### src/rtl/brick_pkg.sv
// Shared brick type codes, scheduler state encodings and default grid geometry
// for the brick field scheduler and its grid counter.
package brick_pkg;

    typedef logic [2:0] brick_t;

    localparam brick_t NOBRICK = 3'd0;
    localparam brick_t RED     = 3'd1;
    localparam brick_t BROWN   = 3'd2;
    localparam brick_t SRED    = 3'd3;
    localparam brick_t SBROWN  = 3'd4;

    localparam logic [2:0] S_IDLE     = 3'd0;
    localparam logic [2:0] S_FETCH    = 3'd1;
    localparam logic [2:0] S_WAIT_MAP = 3'd2;
    localparam logic [2:0] S_LATCH    = 3'd3;
    localparam logic [2:0] S_CLR      = 3'd4;
    localparam logic [2:0] S_DRAW     = 3'd5;
    localparam logic [2:0] S_NEXT     = 3'd6;
    localparam logic [2:0] S_FIN      = 3'd7;

    localparam int unsigned DEF_COLS     = 8;
    localparam int unsigned DEF_ROWS     = 6;
    localparam int unsigned DEF_BRICK_W  = 12;
    localparam int unsigned DEF_BRICK_H  = 6;
    localparam int unsigned DEF_X_ORIGIN = 8;
    localparam int unsigned DEF_Y_ORIGIN = 16;

    // Counter width that never collapses to zero bits for tiny grids.
    function automatic int unsigned clog2_min1(input int unsigned n);
        return (n <= 2) ? 1 : $clog2(n);
    endfunction

endpackage

### src/rtl/brick_field_scheduler_if.sv
// Control, level-map and drawer signals of the brick field scheduler.
interface brick_field_scheduler_if #(
    parameter int unsigned AW = 6
);
    logic          start;
    logic          abort;
    logic          busy;
    logic          done;
    logic [AW-1:0] map_addr;
    logic [2:0]    map_data;
    logic          draw_reset;
    logic          draw_en;
    logic [2:0]    draw_sel;
    logic          draw_end;
    logic [7:0]    brick_x;
    logic [7:0]    brick_y;
    logic          plot;

    modport slave (
        input  start, abort, map_data, draw_end,
        output busy, done, map_addr, draw_reset, draw_en, draw_sel,
               brick_x, brick_y, plot
    );

    modport master (
        output start, abort, map_data, draw_end,
        input  busy, done, map_addr, draw_reset, draw_en, draw_sel,
               brick_x, brick_y, plot
    );
endinterface

### src/rtl/brick_grid_counter.sv
// Row-major cell walker: column/row counters, level-map address and the
// incrementally tracked screen origin of the current cell.
module brick_grid_counter
    import brick_pkg::*;
#(
    parameter int unsigned COLS     = DEF_COLS,
    parameter int unsigned ROWS     = DEF_ROWS,
    parameter int unsigned BRICK_W  = DEF_BRICK_W,
    parameter int unsigned BRICK_H  = DEF_BRICK_H,
    parameter int unsigned X_ORIGIN = DEF_X_ORIGIN,
    parameter int unsigned Y_ORIGIN = DEF_Y_ORIGIN,
    parameter int unsigned AW       = $clog2(COLS*ROWS)
) (
    input  logic          clk,
    input  logic          resetn,
    input  logic          clr,
    input  logic          adv,
    output logic          last_c,
    output logic [AW-1:0] map_addr,
    output logic [7:0]    brick_x,
    output logic [7:0]    brick_y
);
    localparam int unsigned CW = clog2_min1(COLS);
    localparam int unsigned RW = clog2_min1(ROWS);

    logic [CW-1:0] col_q, col_d;
    logic [RW-1:0] row_q, row_d;
    logic [AW-1:0] addr_q, addr_d;
    logic [7:0]    x_q, x_d;
    logic [7:0]    y_q, y_d;

    assign last_c   = (col_q == CW'(COLS-1)) && (row_q == RW'(ROWS-1));
    assign map_addr = addr_q;
    assign brick_x  = x_q;
    assign brick_y  = y_q;

    // Advancing past the last cell rewinds to the origin for the next field.
    always_comb begin
        col_d  = col_q;
        row_d  = row_q;
        addr_d = addr_q;
        x_d    = x_q;
        y_d    = y_q;
        if (clr || (adv && last_c)) begin
            col_d  = '0;
            row_d  = '0;
            addr_d = '0;
            x_d    = 8'(X_ORIGIN);
            y_d    = 8'(Y_ORIGIN);
        end else if (adv) begin
            addr_d = addr_q + AW'(1);
            if (col_q == CW'(COLS-1)) begin
                col_d = '0;
                row_d = row_q + RW'(1);
                x_d   = 8'(X_ORIGIN);
                y_d   = y_q + 8'(BRICK_H);
            end else begin
                col_d = col_q + CW'(1);
                x_d   = x_q + 8'(BRICK_W);
            end
        end
    end

    always_ff @(posedge clk or negedge resetn) begin
        if (!resetn) begin
            col_q  <= '0;
            row_q  <= '0;
            addr_q <= '0;
            x_q    <= 8'(X_ORIGIN);
            y_q    <= 8'(Y_ORIGIN);
        end else begin
            col_q  <= col_d;
            row_q  <= row_d;
            addr_q <= addr_d;
            x_q    <= x_d;
            y_q    <= y_d;
        end
    end

endmodule

### src/rtl/brick_field_scheduler.sv
// Walks the level's brick grid and runs the brick drawer once per cell.
// Build option SKIP_EMPTY_EN: cells holding NOBRICK are skipped instead of drawn.
module brick_field_scheduler
    import brick_pkg::*;
#(
    parameter int unsigned COLS     = DEF_COLS,
    parameter int unsigned ROWS     = DEF_ROWS,
    parameter int unsigned BRICK_W  = DEF_BRICK_W,
    parameter int unsigned BRICK_H  = DEF_BRICK_H,
    parameter int unsigned X_ORIGIN = DEF_X_ORIGIN,
    parameter int unsigned Y_ORIGIN = DEF_Y_ORIGIN,
    parameter int unsigned AW       = $clog2(COLS*ROWS)
) (
    input logic                     clk,
    input logic                     resetn,
    brick_field_scheduler_if.slave  bus
);
    logic [2:0] state_q, state_d;
    logic       busy_q, busy_d;
    logic       done_q, done_d;
    logic       draw_reset_q, draw_reset_d;
    logic       draw_en_q, draw_en_d;
    logic       plot_q, plot_d;
    brick_t     draw_sel_q, draw_sel_d;
    logic       adv, clr, last_c;

    brick_grid_counter #(
        .COLS(COLS), .ROWS(ROWS), .BRICK_W(BRICK_W), .BRICK_H(BRICK_H),
        .X_ORIGIN(X_ORIGIN), .Y_ORIGIN(Y_ORIGIN), .AW(AW)
    ) u_grid (
        .clk      (clk),
        .resetn   (resetn),
        .clr      (clr),
        .adv      (adv),
        .last_c   (last_c),
        .map_addr (bus.map_addr),
        .brick_x  (bus.brick_x),
        .brick_y  (bus.brick_y)
    );

    // Next state; abort overrides everything, including a same-cycle start.
    always_comb begin
        state_d = state_q;
        adv     = 1'b0;
        case (state_q)
            S_IDLE:     if (bus.start) state_d = S_FETCH;
            S_FETCH:    state_d = S_WAIT_MAP;
            S_WAIT_MAP: state_d = S_LATCH;
`ifdef SKIP_EMPTY_EN
            S_LATCH:    state_d = (bus.map_data == NOBRICK) ? S_NEXT : S_CLR;
`else
            S_LATCH:    state_d = S_CLR;
`endif
            S_CLR:      state_d = S_DRAW;
            S_DRAW:     if (bus.draw_end) state_d = S_NEXT;
            S_NEXT: begin
                adv     = 1'b1;
                state_d = last_c ? S_FIN : S_FETCH;
            end
            S_FIN:      state_d = S_IDLE;
            default:    state_d = S_IDLE;
        endcase
        if (bus.abort) begin
            state_d = S_IDLE;
            adv     = 1'b0;
        end
        clr = bus.abort;

        busy_d       = (state_d != S_IDLE);
        done_d       = (state_d == S_FIN);
        draw_reset_d = (state_d == S_CLR);
        draw_en_d    = (state_d == S_DRAW);
        plot_d       = (state_q == S_DRAW) && !bus.draw_end && !bus.abort;
        draw_sel_d   = (state_q == S_LATCH) ? bus.map_data : draw_sel_q;
    end

    always_ff @(posedge clk or negedge resetn) begin
        if (!resetn) begin
            state_q      <= S_IDLE;
            busy_q       <= 1'b0;
            done_q       <= 1'b0;
            draw_reset_q <= 1'b0;
            draw_en_q    <= 1'b0;
            plot_q       <= 1'b0;
            draw_sel_q   <= NOBRICK;
        end else begin
            state_q      <= state_d;
            busy_q       <= busy_d;
            done_q       <= done_d;
            draw_reset_q <= draw_reset_d;
            draw_en_q    <= draw_en_d;
            plot_q       <= plot_d;
            draw_sel_q   <= draw_sel_d;
        end
    end

    assign bus.busy       = busy_q;
    assign bus.done       = done_q;
    assign bus.draw_reset = draw_reset_q;
    assign bus.draw_en    = draw_en_q;
    assign bus.plot       = plot_q;
    assign bus.draw_sel   = draw_sel_q;

endmodule

### src/flat_wrapper.sv
// flat-port wrapper written by rule: the top's interface ports become plain ports
module brick_field_scheduler_flat import brick_pkg::*;
#(
    parameter int unsigned COLS     = DEF_COLS,
    parameter int unsigned ROWS     = DEF_ROWS,
    parameter int unsigned BRICK_W  = DEF_BRICK_W,
    parameter int unsigned BRICK_H  = DEF_BRICK_H,
    parameter int unsigned X_ORIGIN = DEF_X_ORIGIN,
    parameter int unsigned Y_ORIGIN = DEF_Y_ORIGIN,
    parameter int unsigned AW       = $clog2(COLS*ROWS)
)
  (clk, resetn, bus_start, bus_abort, bus_map_data, bus_draw_end, bus_busy, bus_done, bus_map_addr, bus_draw_reset, bus_draw_en, bus_draw_sel, bus_brick_x, bus_brick_y, bus_plot);
  brick_field_scheduler_if #(.AW(AW)) bus_i ();
  input logic clk;
  input logic resetn;
  input wire logic [$bits(bus_i.start)-1:0] bus_start;
  input wire logic [$bits(bus_i.abort)-1:0] bus_abort;
  input wire logic [$bits(bus_i.map_data)-1:0] bus_map_data;
  input wire logic [$bits(bus_i.draw_end)-1:0] bus_draw_end;
  output wire logic [$bits(bus_i.busy)-1:0] bus_busy;
  output wire logic [$bits(bus_i.done)-1:0] bus_done;
  output wire logic [$bits(bus_i.map_addr)-1:0] bus_map_addr;
  output wire logic [$bits(bus_i.draw_reset)-1:0] bus_draw_reset;
  output wire logic [$bits(bus_i.draw_en)-1:0] bus_draw_en;
  output wire logic [$bits(bus_i.draw_sel)-1:0] bus_draw_sel;
  output wire logic [$bits(bus_i.brick_x)-1:0] bus_brick_x;
  output wire logic [$bits(bus_i.brick_y)-1:0] bus_brick_y;
  output wire logic [$bits(bus_i.plot)-1:0] bus_plot;
  assign bus_i.start = bus_start;
  assign bus_i.abort = bus_abort;
  assign bus_i.map_data = bus_map_data;
  assign bus_i.draw_end = bus_draw_end;
  assign bus_busy = bus_i.busy;
  assign bus_done = bus_i.done;
  assign bus_map_addr = bus_i.map_addr;
  assign bus_draw_reset = bus_i.draw_reset;
  assign bus_draw_en = bus_i.draw_en;
  assign bus_draw_sel = bus_i.draw_sel;
  assign bus_brick_x = bus_i.brick_x;
  assign bus_brick_y = bus_i.brick_y;
  assign bus_plot = bus_i.plot;
  brick_field_scheduler #(.COLS(COLS), .ROWS(ROWS), .BRICK_W(BRICK_W), .BRICK_H(BRICK_H), .X_ORIGIN(X_ORIGIN), .Y_ORIGIN(Y_ORIGIN), .AW(AW)) u_core (.clk(clk), .resetn(resetn), .bus(bus_i));
endmodule
### config.mk
export PLATFORM = sky130hd
export DESIGN_NAME = brick_field_scheduler_flat
export DESIGN_NICKNAME = d
export VERILOG_FILES = /design/src/rtl/brick_pkg.sv /design/src/rtl/brick_field_scheduler_if.sv /design/src/rtl/brick_grid_counter.sv /design/src/rtl/brick_field_scheduler.sv /design/src/flat_wrapper.sv
export SDC_FILE = /design/constraint.sdc
export NUM_CORES = 1
export LEC_CHECK = 0
export CAP_MARGIN = 10
export CORE_MARGIN = 8
export CORE_UTILIZATION = 35
export DETAILED_ROUTE_END_ITERATION = 6
export GPL_TIMING_DRIVEN = 0
export PLACE_DENSITY = 0.69
export SLEW_MARGIN = 10
export SYNTH_ARGS = -nofsm -noshare
export SYNTH_HDL_FRONTEND = slang
export SYNTH_SLANG_ARGS = --single-unit
### constraint.sdc
create_clock -name clk -period 1.41 [get_ports clk]
set_input_delay 0.141 -clock clk [delete_from_list [all_inputs] [get_ports clk]]
set_output_delay 0.141 -clock clk [all_outputs]
set_load 0.02 [all_outputs]
Yosys cells after proc, flatten, opt, wreduce, memory -nomap -nowiden
Cells that the tools add are included.
- register bits: 39
- input port bits: 8
- output and inout port bits: 30
- word-level logic and storage cells: 62
- $add $sub $neg: 5
- equal/unequal tests: 12
- mux-type cells: 21
- reductions and logical operators: 12
- operators by type and width (kind ; number):
    $mux 8 ; 6
    $mux 3 ; 10
    $eq 3x3->1 const B ; 9
    $pmux 3 s8 ; 1
    $mux 6 ; 2
    $add 8x3->8 const B ; 1
    $add 8x4->8 const B ; 1
    $add 3x1->3 const B ; 2
    $add 6x1->6 const B ; 1
    $eq 3x2->1 const B ; 2
    $logic_and 1x1->1 ; 4
    $reduce_bool 2->1 ; 2
    $eq 3x1->1 const B ; 1
    $logic_not 3->1 ; 1
    $reduce_bool 3->1 ; 1
    $logic_not 1->1 ; 2
    $mux 1 ; 2
    $reduce_and 2->1 ; 1
    $logic_or 1x1->1 ; 1

Depth between registers and ports, before layout
Gate-level depths: netlist of run 1.
- word-level depth: 7
- depth in mapped cells: 6
- mapped depth without buffers: 5

By module
Synthesis of run 1 repeated with hierarchy kept, for this count alone.
- cells, all modules: 161
- area total of the unflattened synthesis: 1767.9 µm²
- modules (own cells, without submodules) (module ; times used ; cells each ; area each (µm²) ; seq. area each (µm²)):
    brick_grid_counter ; 1 ; 127 ; 1292.5 ; 628.1
    brick_field_scheduler ; 1 ; 34 ; 475.5 ; 275.3

Worst setup path after synthesis of run 1
Ideal clock, no wire load.
- kind: register -> register
- from: reg u_core.u_grid.col_q[0]
- to: reg u_core.u_grid.addr_q[0], in the netlist u_core.u_grid.map_addr[0]
- setup time: 78 ps
- arrival time: 1484 ps
- data required time: 1332 ps
- setup slack: -152 ps
- stages on the path, launching flop included: 6
- path buffers: 0
- clock period less this slack: 1562 ps
- path through: dfrtp_1 > ha_1 > ha_1 > and3_1 > or3_1 > a21oi_1
- longest elaborated chain between the ends: 5
- elaborated cells between the ends (all ways): 6
- classes of those cells: eq/ne (1); mux (1); reduce/logical (4)
- ends and longest elaborated chain (item ; RTL line ; text):
    start: declaration ; brick_grid_counter.sv:26 ; logic [CW-1:0] col_q, col_d;
    start signal: assignment ; brick_grid_counter.sv:72 ; col_q <= col_d;
    $eq 3x3->1 (*) ; brick_grid_counter.sv:32 ; assign last_c = (col_q == CW'(COLS-1)) && (row_q == RW'(ROWS-1));
    $logic_and 1x1->1 (*) ; brick_grid_counter.sv:32 ;
    $logic_and 1x1->1 (*) ; brick_grid_counter.sv:44 ; if (clr || (adv && last_c)) begin
    $logic_or 1x1->1 (*) ; brick_grid_counter.sv:44 ;
    $mux 6 or $reduce_bool 2->1 (tied branches) ; n/a ;
    end signal: assignment ; brick_grid_counter.sv:74 ; addr_q <= addr_d;
    end: declaration ; brick_grid_counter.sv:28 ; logic [AW-1:0] addr_q, addr_d;
Mark *: on every way between the ends. The rest lies on a longest branch, timed or not.
A chain may end at the register's enable or synchronous reset.

Worst setup path after layout of run 1
- from: reg u_core.u_grid.col_q[1]
- to: reg u_core.u_grid.col_q[0]
- longest elaborated chain between the ends: 5
- elaborated cells between the ends (all ways): 8
- classes of those cells: eq/ne (1); mux (3); reduce/logical (4)
- ends and longest elaborated chain (item ; RTL line):
    $eq 3x3->1 (*) ; brick_grid_counter.sv:32, brick_grid_counter.sv:52
    $logic_and 1x1->1 ; brick_grid_counter.sv:32
    $logic_and 1x1->1 ; brick_grid_counter.sv:44
    $logic_or 1x1->1 ; brick_grid_counter.sv:44
    $mux 3 or $reduce_bool 2->1 (tied branches) ; n/a
Mark *: on every way between the ends. The rest lies on a longest branch, timed or not. The select of a mux whose other input is x is not followed.

==> impl.org, run 1 <==
** Outcome
- The run finished, with violations left.
- The final reports fail on negative setup slack.

** Global routing
- Entering global routing, the biggest net connects 27 pins.
- The number of global-route vias before repair came to 1,776.
- The number of antenna violations at the first check in global routing was 0.
- Total routing usage reported by global routing :: between 10 and 15%
- The first global-routing pass estimated 8740 um of wire.
- Leftover overflow at the end of global routing :: 0

** Pwr
- IR analysis of the VDD net gives a maximum drop of 0.444 mV.
- Net switching power of the design :: 688 uW
- Total power consumption of the routed design :: 2540 uW
- Sequential share of power :: ~45%
- Dividing total power by cell area gives a power density of 884 nW/um2.
- Logic pwr share :: 19.5%
- In this run switching power makes up 27.1% of total power.
- Of the total power, the clock network draws between 30% and 40%.
- Internal power comes to approximately 1800 uW.
- For this design the static power due to leakage is 0.00136 uW.

** Worst setup path
- Number of gates on the worst path with buffers counted :: 5
- Cell count of the worst reg-to-reg path :: 5
- Reg-to-reg critical path endpoint :: u_core.u_grid.col_q[0]
- The critical path is of the reg -> reg type.
- FF-to-FF Start :: u_core.u_grid.col_q[1]
- Worst setup endpoint :: u_core.u_grid.col_q[0]
- Critical Path, Cell by Cell :: ha_2 > ha_4 > buf_4 > or3_4 > a21oi_2
- CP startpoint :: u_core.u_grid.col_q[1]
- The kind of cell with the highest combined delay along the critical path is adder cells.
- STA puts the critical path data required time at 1.63 ns.
- Crit. End Element :: flip-flop
- Kind of launch point of the worst setup path :: flip-flop
- Data arrives at the worst endpoint at ~1.8 ns.
- Setup slack on the worst reg-to-reg path comes out at -0.13 ns.
- Worst path buffer plus inverter count :: 1
- In this run the worst path has a maximum fanout of 6.
- Crit-path slowest cell :: dfrtp_1
- Largest stage delay on the critical path :: 0.39 ns

** Placement
- Input and output buffers added on the ports amount to 33.
- Timing analysis after detailed placement gives a worst setup slack of -0.249 ns.
- Placed wire-length estimate :: ~3400 um
- After detailed placement, the total cell area comes to 2490 um2.
- Routability-driven placement finished with a final weighted congestion of 0.813.

** Clock tree
- Clock tree from TritonCTS :: built
- Maximum clock insertion buffer count :: 2
- Inserted Clock Buffers :: 5
- Clock latency on the worst-skew pair :: between 0.2 and 0.3 ns
- # H-tree levels :: 2
- Clock slew seen by the registers of the worst setup and hold paths :: around 0.070 ns
- CTS root buf :: clkbuf_8
- Number of sinks driven by the clock tree :: 36

** Layout
- Fraction of final layout cells sized beyond drive strength 1 :: between 20 and 30%
- Summing all non-filler instances in the final layout gives an area of ~2900 um2.
- The repair_antennas step left the layout with diodes totalling 0.
- Synth-to-layout area growth :: 41.6%
- At the end of the flow, the number of nets in the layout was 275.

** Logic synthesis
- The synthesized netlist contains 46 unique library cells.
- For this run, the leading register cell type out of synthesis is dfrtp_1.
- Share of synthesized area occupied by flip-flops and latches :: 44.6%
- Flops & latches, synth :: 36
- Async SR Flop Fraction :: 100%
- The Yosys step of the flow raised 0 warnings.
- Gate Count Post-Synth :: approximately 200
- In this run the cell area of the synthesized design comes to 2030 um2.
- Post-synth EDFFs :: 0
- After synthesis, the mean cell area works out to 10.1 um2.

** STA
- For the pin with the worst max-slew slack, the measured transition is approximately 0.6 ns.
- Final Hold Slack :: 0.262 ns
- RSZ-0062 raised after global routing :: yes
- In this run the tightest slew margin relative to its limit is between 60% and 70%.
- Fin crit period :: 1.54 ns
- Number of max-slew violations in the final report :: 0
- Final hold violation count :: 0
- Clk_skew :: 0.00847 ns
- In the finished design, the share of the clock period the worst path needs comes to 109%.
- Max frequency :: approximately 650 MHz
- In the post-route analysis, the smallest setup slack over all paths is -0.126 ns.
- Setup violations remaining at the end of the flow were counted as 16.

** Job
- Max capacitance violation total :: 0

** Drt
- In the final routed layout, each cell accounts on average for 15.7 um.
- Via/cell ratio :: between 5 and 6
- The first detailed-routing pass ran for 4 iterations.
- The routed layout has 1,757 vias.
- Antenna-violating nets left :: 0
- Routed Wire Length :: between 5000 and 6000 um
- Drt first-iter violations :: roughly 120
- DRC :: 0

** Floorplanning
- The floorplan has 27 rows.
- DIE WIDTH :: 92.1 um
- During I/O placement, the number of pins put on the boundary was 38.
- Overall die height :: 92.1 um
- For this configuration, the core starts out at a cell density of between 30% and 40%.
- Placeable core region :: 5540 um2
- The die covers 8480 um2.

** Min path
- The path class of the tightest hold or removal check is in -> async.
-- cell usage after synthesis, drive strengths merged, types with 4 or more instances --
cell type	number	area [um2]
dfrtp	34	851
nand3	18	95.1
a21oi	16	83.8
buf	16	118
o21ai	14	70.1
inv	13	48.8
mux2i	12	120
nand2	9	33.8
nor2	9	33.8
ha	7	87.6
o211ai	7	52.6
or3	5	31.3
a211oi	4	45.1
-- worst min path at each step --
stage / start / cells after the start / endpoint
3_3_place_gp: u_core.bus.draw_sel[1] / 1 / u_core.bus.draw_sel[1]
4_1_cts: bus_abort / 3 / u_core.u_grid.row_q[2]
5_1_grt: resetn / 2 / u_core.u_grid.col_q[2]
6_report: resetn / 2 / u_core.u_grid.col_q[2]
2_1_floorplan: resetn / 0 / u_core.bus.busy
3_5_place_dp: resetn / 1 / u_core.u_grid.col_q[2]
-- cells by family after synthesis --
kind of cell	count (synthesis)	synth area share (%)
AOI/OAI and AO/OA	55	18.9
other	1	0.185
DFF	36	44.6
buffers and inverters	32	8.77
muxes	15	7.60
and+or+nand+nor	55	15.6
adders and majority gates	7	4.32
-- layout make-up --
| class | instances | area (um2) |
|---|---|---|
| fill | 496 | 2670 |
| timing repair buffer | 49 | 462 |
| inverter | 13 | 48.8 |
| multi-input combinational | 136 | 1110 |
| clock buffer | 5 | 68.8 |
| buffer | 19 | 148 |
| tap | 72 | 90.1 |
| sequential | 36 | 903 |
| clock inverter | 3 | 42.5 |
-- registers in the layout, summed over array words and instances (netlist names) --
signal and flops:
u_core.bus.draw_reset 1, u_core.u_grid.col_q 3, u_core.u_grid.row_q 3, u_core.u_grid.brick_x 6, u_core.u_grid.brick_y 7, u_core.state_q 3
u_core.bus.plot 1, u_core.bus.done 1, u_core.bus.busy 1, u_core.bus.draw_en 1, u_core.bus.draw_sel 3, u_core.u_grid.map_addr 6
-- layer usage --
layer	track usage [%]	wire length, um	vias to the layer above
li1	-	-	843
met1	15.9	2350	871
met2	19.6	2550	37
met3	2.53	272	6
met4	5.50	69	0
met5	0	0	-
-- through the flow --
| stage | setup TNS [ns] | util [%] | std cells |
|---|---|---|---|
| after CTS | -0.571 | 49.3 | 326 |
| after global routing | -2.61 | 51.8 | 333 |
| after global placement | -26.32 | 44.6 | 308 |
| final | -0.773 | 51.8 | 333 |
| after detailed placement | -3.51 | 44.9 | 309 |
| after floorplan | 0 | - | 203 |
-- cell usage in the layout, fill, tap and decap left out, types with 2 or more instances in the layout --
master / count
conb_1: 3
o21ai_1: 3
o211ai_1: 7
inv_1: 12
mux2i_1: 12
clkbuf_8: 7
clkdlybuf4s50_1: 10
o2111ai_1: 2
nand3_1: 10
nand2_1: 9
dfstp_2: 2
a211oi_2: 3
nor3_1: 2
buf_6: 9
buf_2: 6
or3_1: 4
dlymetal6s2s_1: 3
clkbuf_1: 2
a21oi_1: 13
o21ai_2: 3
nor2_1: 9
o21ai_0: 8
nand3_2: 7
mux2_2: 3
a21oi_2: 3
buf_4: 14
ha_2: 2
dlygate4sd2_1: 19
nand4_1: 2
ha_1: 4
nand4b_4: 2
dfrtp_1: 34
-- what timing repair did --
item / 4_1_cts / 5_1_grt
cloned: 4 / 0
setup buffers: 4 / 7
resized for setup: 38 / 22
hold buffers: 1 / 0
endpoints found under the hold margin: 10 / 0
pin swaps: 18 / 5
setup endpoints to repair: 44 / 31
-- power by group through the flow --
| stage | Clock (uW) | Sequential, uW | Combinational [uW] |
|---|---|---|---|
| finish | 903 | 1140 | 494 |
| global route | 956 | 1150 | 535 |
| CTS | 923 | 1140 | 472 |
| detailed placement | 0 | 1160 | 466 |
| global placement | 0 | 1160 | 455 |
| floorplan | 0 | 1230 | 187 |
(Power assumes the default switching activity.)
==> run 2, diff against run 1 <==
Settings changed: CTS_CLUSTER_SIZE from default to 40, SETUP_SLACK_MARGIN from default to 0.1.
==> impl.org, run 2 (same netlist as run 1, synthesis figures left out) <==
** Layout
- The utilization after layout is 53.2% (was 51.8%).
- The flip-flop and latch area was 903 um2 (unchanged).
- Final antenna diode count :: 0 (unchanged)
- Leading cell types in the layout, fill and taps excluded :: dfrtp_1, dlygate4sd2_1, buf_4 (unchanged)
- Synth-to-layout area growth :: 45.6% (was 41.6%)
- The flip-flop count of the largest register, all copies and words added is 7 (unchanged).
- The fill cell total of the finished layout came to 525 (was 496).
- Area occupied by multi-input gates :: 1120 um2 (was 1110 um2)
- The most common cell after layout, fill and taps aside was dfrtp_1 (unchanged).
- The area of all placed cells without fillers was 2950 um2 (was 2870 um2).
- Count of nets after finishing :: 285 (was 275)
- Fraction of final layout cells sized beyond drive strength 1 :: 32.5% (was 29.1%)

** Worst setup path
- The arrival time of the worst setup path came to 1.74 ns (was 1.75 ns).
- Maximum fanout count along the critical path :: 6 (unchanged)
- The kind of cell with the highest combined delay on the critical path was adder cells (unchanged).
- The critical path class was reg -> reg (unchanged).
- Required time worst endpoint :: 1.62 ns (was 1.63 ns)
- Crit-path slowest cell :: dfrtp_1 (unchanged)
- Worst path buffer plus inverter count :: 0 (was 1)
- Largest stage delay on the critical path :: 0.36 ns (was 0.39 ns)
- The nature of the critical path endpoint is a flip-flop (unchanged).
- Kind of launch point of the worst setup path :: flip-flop (unchanged)
- Critical Path, Cell by Cell: ha_2 > ha_4 > nand4b_4 > a211oi_2 > mux2i_1 (was ha_2 > ha_4 > buf_4 > or3_4 > a21oi_2).

** Outcome
- Violations in the final reports: negative setup slack (unchanged).
- Status :: finished, violations left (unchanged)

** STA
- Clk_skew :: 0.00375 ns (was 0.00847 ns)
- The final critical delay including setup and external delays was 1.53 ns (was 1.54 ns).
- The maximum frequency from static timing analysis came to 655 MHz (was 651 MHz).
- The setup slack of the critical path after layout was -0.117 ns (was -0.126 ns).
- The number of failing hold endpoints at the final stage came to 0 (unchanged).
- The setup-violating endpoint count in the final report was 19 (was 16).
- The number of pins exceeding their max-slew limit in the final report came to 0 (unchanged).
- RSZ-0062 raised after global routing: yes (unchanged).
- The transition at the pin with the smallest max-transition slack was 0.614 ns (was 0.589 ns).
- The final clock period utilization by the worst path was 108% (was 109%).
- Max-Slew Margin vs Limit :: 59.1% (was 60.8%)

** Floorplanning
- The height of the die came to 92.1 um (unchanged).
- DIE WIDTH :: 92.1 um (unchanged)
- The initial cell density of the core is 36.6% (unchanged).
- Overall die area :: 8480 um2 (unchanged)
- The number of primary I/O pins came to 38 (unchanged).
- The floorplan core area is 5540 um2 (unchanged).
- # rows :: 27 (unchanged)

** Global routing
- Wire length of the first global-routing pass :: 9370 um (was 8740 um)
- The number of global-route vias before repair is 1,856 (was 1,776).
- Total routing usage reported by global routing :: 13.4% (was 12.4%)
- Antenna violations before repair :: 0 (unchanged)
- The maximum number of pins on one net before global-route repair was 28 (was 27).
- The remaining global-route overflow was 0 (unchanged).

** Pwr
- The peak ir drop on the vdd network was 0.720 mV (was 0.444 mV).
- Power density cells :: 843 nW/um2 (was 884 nW/um2)
- Static leakage :: 0.00141 uW (was 0.00136 uW)

** Clock tree
- The CTS tree is built (unchanged).
- The post-CTS clock slew at the launch and capture registers of the worst setup and hold paths is 0.07 ns (about the same).
- Clock latency on the worst-skew pair :: 0.29 ns (about the same)
- The number of buffers inserted during clock tree synthesis came to 5 (unchanged).
- # H-tree levels :: 2 (unchanged)
- Maximum clock insertion buffer count :: 2 (unchanged)
- The cell at the root of the clock tree is clkbuf_8 (unchanged).
- Number of sinks driven by the clock tree :: 36 (unchanged)

** Min path
- Hold Path Class :: in -> async (unchanged)

** Placement
- # port buffers :: 33 (unchanged)
- The final weighted congestion in routability-driven placement was 0.806 (was 0.813).
- The total half-perimeter wirelength after legalization and detailed placement came to 3490 um (was 3440 um).
- Placed Instance Area :: 2520 um2 (was 2490 um2)

** Drt
- The final wirelength is 5650 um (was 5240 um).
- Drt first-iter violations :: 90 (was 121)
- DRC :: 0 (unchanged)
- Detailed-routing iteration count for the pre-antenna-repair pass :: 4 (unchanged)
- The routed wirelength normalized by instance count is 16.5 um (was 15.7 um).
- Vias :: 1,839 (was 1,757)
- Via/cell ratio :: 5.36 (was 5.28)
- Antenna-violating nets left :: 0 (unchanged)

** Job
- Max capacitance violation total :: 0 (unchanged)
==> run 2: path summary, 6_finish.rpt <==
| check | start | endpoint | slack [ns] | cells after the start |
|---|---|---|---|---|
| setup / recovery | u_core.u_grid.col_q[0] | u_core.u_grid.brick_y[7] | -0.12 | 5 |
| hold / removal | resetn | u_core.bus.done | 0.25 | 2 |
| setup reg to reg | u_core.u_grid.col_q[0] | u_core.u_grid.brick_y[7] | -0.12 | 5 |
| hold reg to reg | u_core.bus.draw_sel[1] | u_core.bus.draw_sel[1] | 0.51 | 1 |
| max in group asynchronous | resetn | u_core.u_grid.brick_x[3] | 0.66 | 3 |
| min in group clk | bus_abort | u_core.u_grid.row_q[2] | 0.27 | 3 |
==> run 2: repair_timing <==
| action | in CTS | in global routing |
|---|---|---|
| endpoints found under the hold margin | 9 | 0 |
| pin swaps | 23 | 7 |
| gates resized for setup | 51 | 24 |
| hold buffers | 1 | 0 |
| buffers inserted | 10 | 10 |
| endpoints found under the setup margin | 55 | 33 |
| gates cloned | 5 | 0 |
==> run 2: cell type report <==
cell class | instances | area share, %
inverters | 13 | 1.65
plain buffers | 19 | 5.18
multi-input cells | 136 | 37.8
repair buffers | 59 | 18.2
well taps | 72 | 3.05
flip-flops and latches | 36 | 30.6
clock buffers | 8 | 3.39
==> run 2: through the flow <==
step / TNS (ns) / total power [uW] / hold WS, ns / instances / setup WS, ns
2_1_floorplan: 0 / 1430 / -0.155 / 203 / 0.0179
3_3_place_gp: -25.54 / 1620 / 0.487 / 308 / -0.693
3_5_place_dp: -1.62 / 1640 / 0.0298 / 309 / -0.156
4_1_cts: -0.848 / 2440 / 0.259 / 333 / -0.111
5_1_grt: -2.60 / 2590 / 0.287 / 343 / -0.170
6_report: -1.35 / 2490 / 0.249 / 343 / -0.117
==> run 2: worst register-to-register path, cell delays in order (launching register included) <==
cell      delay, ns
dfrtp_1        0.36
ha_2           0.20
ha_4           0.21
nand4b_4       0.18
a211oi_2       0.30
mux2i_1        0.21
==> run 2: layer usage <==
| layer | GRT usage, % | vias to the layer above | wire, um |
|---|---|---|---|
| met5 | 0 | - | 0 |
| met4 | 4.30 | 0 | 61 |
| met3 | 4.65 | 8 | 322 |
| met2 | 21.8 | 45 | 2770 |
| met1 | 16.2 | 919 | 2500 |
| li1 | - | 867 | - |
==> run 2: power breakdown <==
part / switching (uW) / internal [uW]
Combinational: 273 / 241
Clock: 383 / 447
Sequential: 43.2 / 1100
Total: 699 / 1790
==> run 3, diff against run 2 <==
Settings changed: PLACE_DENSITY 0.69 to 0.58.
==> impl.org, run 3 (same netlist as run 1, synthesis figures left out) <==
** Outcome
- Status :: finished, violations left (unchanged)
- Violations in the final reports :: negative setup slack (unchanged)

** Worst setup path
- The length in cells of the worst reg-to-reg path came to 5 (unchanged).
- The critical-path maximum fanout was 6 (unchanged).
- The kind of cell with the highest combined delay on the critical path was flip-flops (was adder cells).
- Worst path buffer plus inverter count :: 1 (was 0)
- The critical path class is reg -> reg (unchanged).
- Largest stage delay on the critical path :: 0.40 ns (was 0.36 ns)
- Crit. End Element :: flip-flop (unchanged)
- Critical Path, Cell by Cell :: ha_2 > ha_4 > buf_4 > or3_4 > a21oi_2 (was ha_2 > ha_4 > nand4b_4 > a211oi_2 > mux2i_1)
- The required time of the critical path came to 1.62 ns (about the same).
- The element type at the critical path start is a flip-flop (unchanged).
- Crit-path slowest cell :: dfrtp_1 (unchanged)
- The number of gates on the worst path with buffers counted came to 5 (unchanged).
- The arrival time of the worst setup path was 1.73 ns (was 1.74 ns).

** Placement
- Placer congestion estimate :: 0.763 (was 0.806)
- Placed Instance Area :: 2520 um2 (unchanged)
- The total half-perimeter wirelength after legalization and detailed placement came to 3660 um (was 3490 um).
- The number of port buffers was 33 (unchanged).

** STA
- The final clock period utilization by the worst path was 108% (about the same).
- Number of setup violations in the final report :: 23 (was 19)
- Setup slack of the critical path after layout :: -0.107 ns (was -0.117 ns)
- RSZ-0062 raised after global routing: yes (unchanged).
- Max frequency :: 659 MHz (was 655 MHz)
- Max-Slew Margin vs Limit :: 58.5% (was 59.1%)
- Fin crit period :: 1.52 ns (was 1.53 ns)
- Final Hold Slack :: 0.244 ns (was 0.249 ns)
- The number of pins exceeding their max-slew limit in the final report was 0 (unchanged).
- The transition at the pin with the smallest max-transition slack was 0.622 ns (was 0.614 ns).
- Final hold violation count :: 0 (unchanged)
- Clk_skew :: 0.00641 ns (was 0.00375 ns)

** Layout
- The flip-flop count of the largest register, all copies and words added is 7 (unchanged).
- Leading cell types in the layout, fill and taps excluded :: dfrtp_1, dlygate4sd2_1, buf_4 (unchanged)
- The fill cell total of the finished layout came to 530 (was 525).
- The growth of design area from synthesis to finish is 47.5% (was 45.6%).
- The flip-flop and latch area came to 903 um2 (unchanged).
- Area occupied by multi-input gates :: 1170 um2 (was 1120 um2)
- Design Area, Final :: 2990 um2 (was 2950 um2)
- The most common cell after layout, fill and taps aside is dfrtp_1 (unchanged).
- Final antenna diode count :: 0 (unchanged)
- The utilization after layout was 53.9% (was 53.2%).
- Count of nets after finishing :: 281 (was 285)
- Fraction of final layout cells sized beyond drive strength 1 :: 35.2% (was 32.5%)

** Clock tree
- The post-CTS clock slew at the launch and capture registers of the worst setup and hold paths came to 0.08 ns (was 0.07 ns).
- The number of buffers inserted during clock tree synthesis is 5 (unchanged).
- CTS root buf :: clkbuf_8 (unchanged)
- The number of buffers between clock root and the deepest sink is 2 (unchanged).
- The latest clock arrival within the worst-skew pair was 0.29 ns (about the same).
- The number of clock sinks came to 36 (unchanged).
- Clock tree from TritonCTS :: built (unchanged)
- The count of H-tree levels built during CTS came to 2 (unchanged).

** Drt
- Vias :: 1,765 (was 1,839)
- Drt first-iter violations :: 157 (was 90)
- The routed wirelength normalized by instance count is 16.7 um (was 16.5 um).
- The post-route DRC violation count was 0 (unchanged).
- The final wirelength is 5670 um (was 5650 um).
- Antenna-violating nets left :: 0 (unchanged)
- The count of TritonRoute iterations in the first routing pass came to 4 (unchanged).
- Via/cell ratio :: 5.21 (was 5.36)

** Job
- The max-cap violation count was 0 (unchanged).

** Global routing
- Wire length of the first global-routing pass :: 9630 um (was 9370 um)
- Met2 track demand over resource in global routing :: 21.9% (was 21.8%)
- The met3 global-route usage came to 3.91% (was 4.65%).
- Met1 GRT Util :: 18.1% (was 16.2%)
- The total routing usage reported by global routing came to 14.1% (was 13.4%).
- Pin count of the biggest net entering global routing :: 29 (was 28)
- The number of global-route vias before repair was 1,873 (was 1,856).
- Leftover overflow at the end of global routing :: 0 (unchanged)
- Most Crowded Layer GR :: met2 (unchanged)
- Antenna violations before repair :: 0 (unchanged)

** Pwr
- Static leakage :: 0.00141 uW (about the same)
- Maximum vdd drop :: 0.473 mV (was 0.720 mV)
- Power density cells :: 857 nW/um2 (was 843 nW/um2)

** Floorplanning
- The initial cell density of the core came to 36.6% (unchanged).
- The floorplan die width is 92.1 um (unchanged).
- Count of boundary I/O pins :: 38 (unchanged)
- # rows :: 27 (unchanged)
- The floorplan core area is 5540 um2 (unchanged).
- Overall die area :: 8480 um2 (unchanged)
- Overall die height :: 92.1 um (unchanged)

** Min path
- Hold Path Class :: in -> async (unchanged)
-- run 3: cell count changes in the layout (fill, tap and decap cells not counted), moves of 3 or more --
cell | previous run | this run
a21oi_1 | 11 | 7
a21oi_2 | 4 | 8
buf_4 | 22 | 16
clkbuf_8 | 9 | 6
nand3_1 | 11 | 7
nand3_2 | 6 | 9
-- run 3: area by class of cell --
type                    instances  area share (%)
plain buffers                  19            5.44
clock buffers                   6            2.43
clock inverters                 2            1.17
inverters                      13            1.63
multi-input cells             136            39.1
flip-flops and latches         36            30.2
well taps                      72            3.02
repair buffers                 55            17.0
-- run 3: power by group --
group          switching [uW]  total [uW]  internal, uW  leakage (uW)
clock                     373         897           525     0.0000552
combinational             280         517           237      0.000868
sequential               47.2        1150          1100      0.000483
total                     700        2560          1860       0.00141
-- run 3: final timing paths --
| kind | start | to | slack [ns] |
|---|---|---|---|
| setup / recovery | u_core.u_grid.col_q[1] | u_core.u_grid.brick_x[2] | -0.11 |
| hold / removal | resetn | u_core.u_grid.brick_y[3] | 0.24 |
| setup reg to reg | u_core.u_grid.col_q[1] | u_core.u_grid.brick_x[2] | -0.11 |
| hold reg to reg | u_core.bus.draw_sel[2] | u_core.bus.draw_sel[2] | 0.51 |
| max in group asynchronous | resetn | u_core.u_grid.brick_x[3] | 0.66 |
| min in group clk | bus_abort | u_core.u_grid.row_q[2] | 0.25 |
-- run 3: layer usage --
metal	wire, um	part of all wire (%)
met5	0	0
met3	277	4.9
met4	96	1.7
met1	2620	46
met2	2670	47
-- run 3: per-stage QoR --
stage	setup slack (ns)	power (uW)	TNS (ns)	cells
after floorplan	0.0179	1430	0	203
after global placement	-0.722	1630	-26.79	308
after detailed placement	-0.148	1650	-1.65	309
after CTS	-0.113	2570	-1.47	335
after global routing	-0.196	2700	-3.42	339
final	-0.107	2560	-1.40	339
-- run 3: worst reg2reg max path, delay by kind of cell, from the launching register on --
family	cells	cell delay, ns
DFF	1	0.40
adders and majority gates	2	0.39
and+or+nand+nor	1	0.36
buffers and inverters	1	0.17
AOI/OAI and AO/OA	1	0.12
-- run 3: timing repair --
| item | 4_1_cts | 5_1_grt |
|---|---|---|
| hold buffers | 1 | 0 |
| buffers inserted | 13 | 4 |
| setup endpoints to repair | 54 | 32 |
| gates cloned | 4 | 0 |
| pin swaps | 26 | 14 |
| hold endpoints to repair | 34 | 0 |
| gates resized for setup | 68 | 16 |
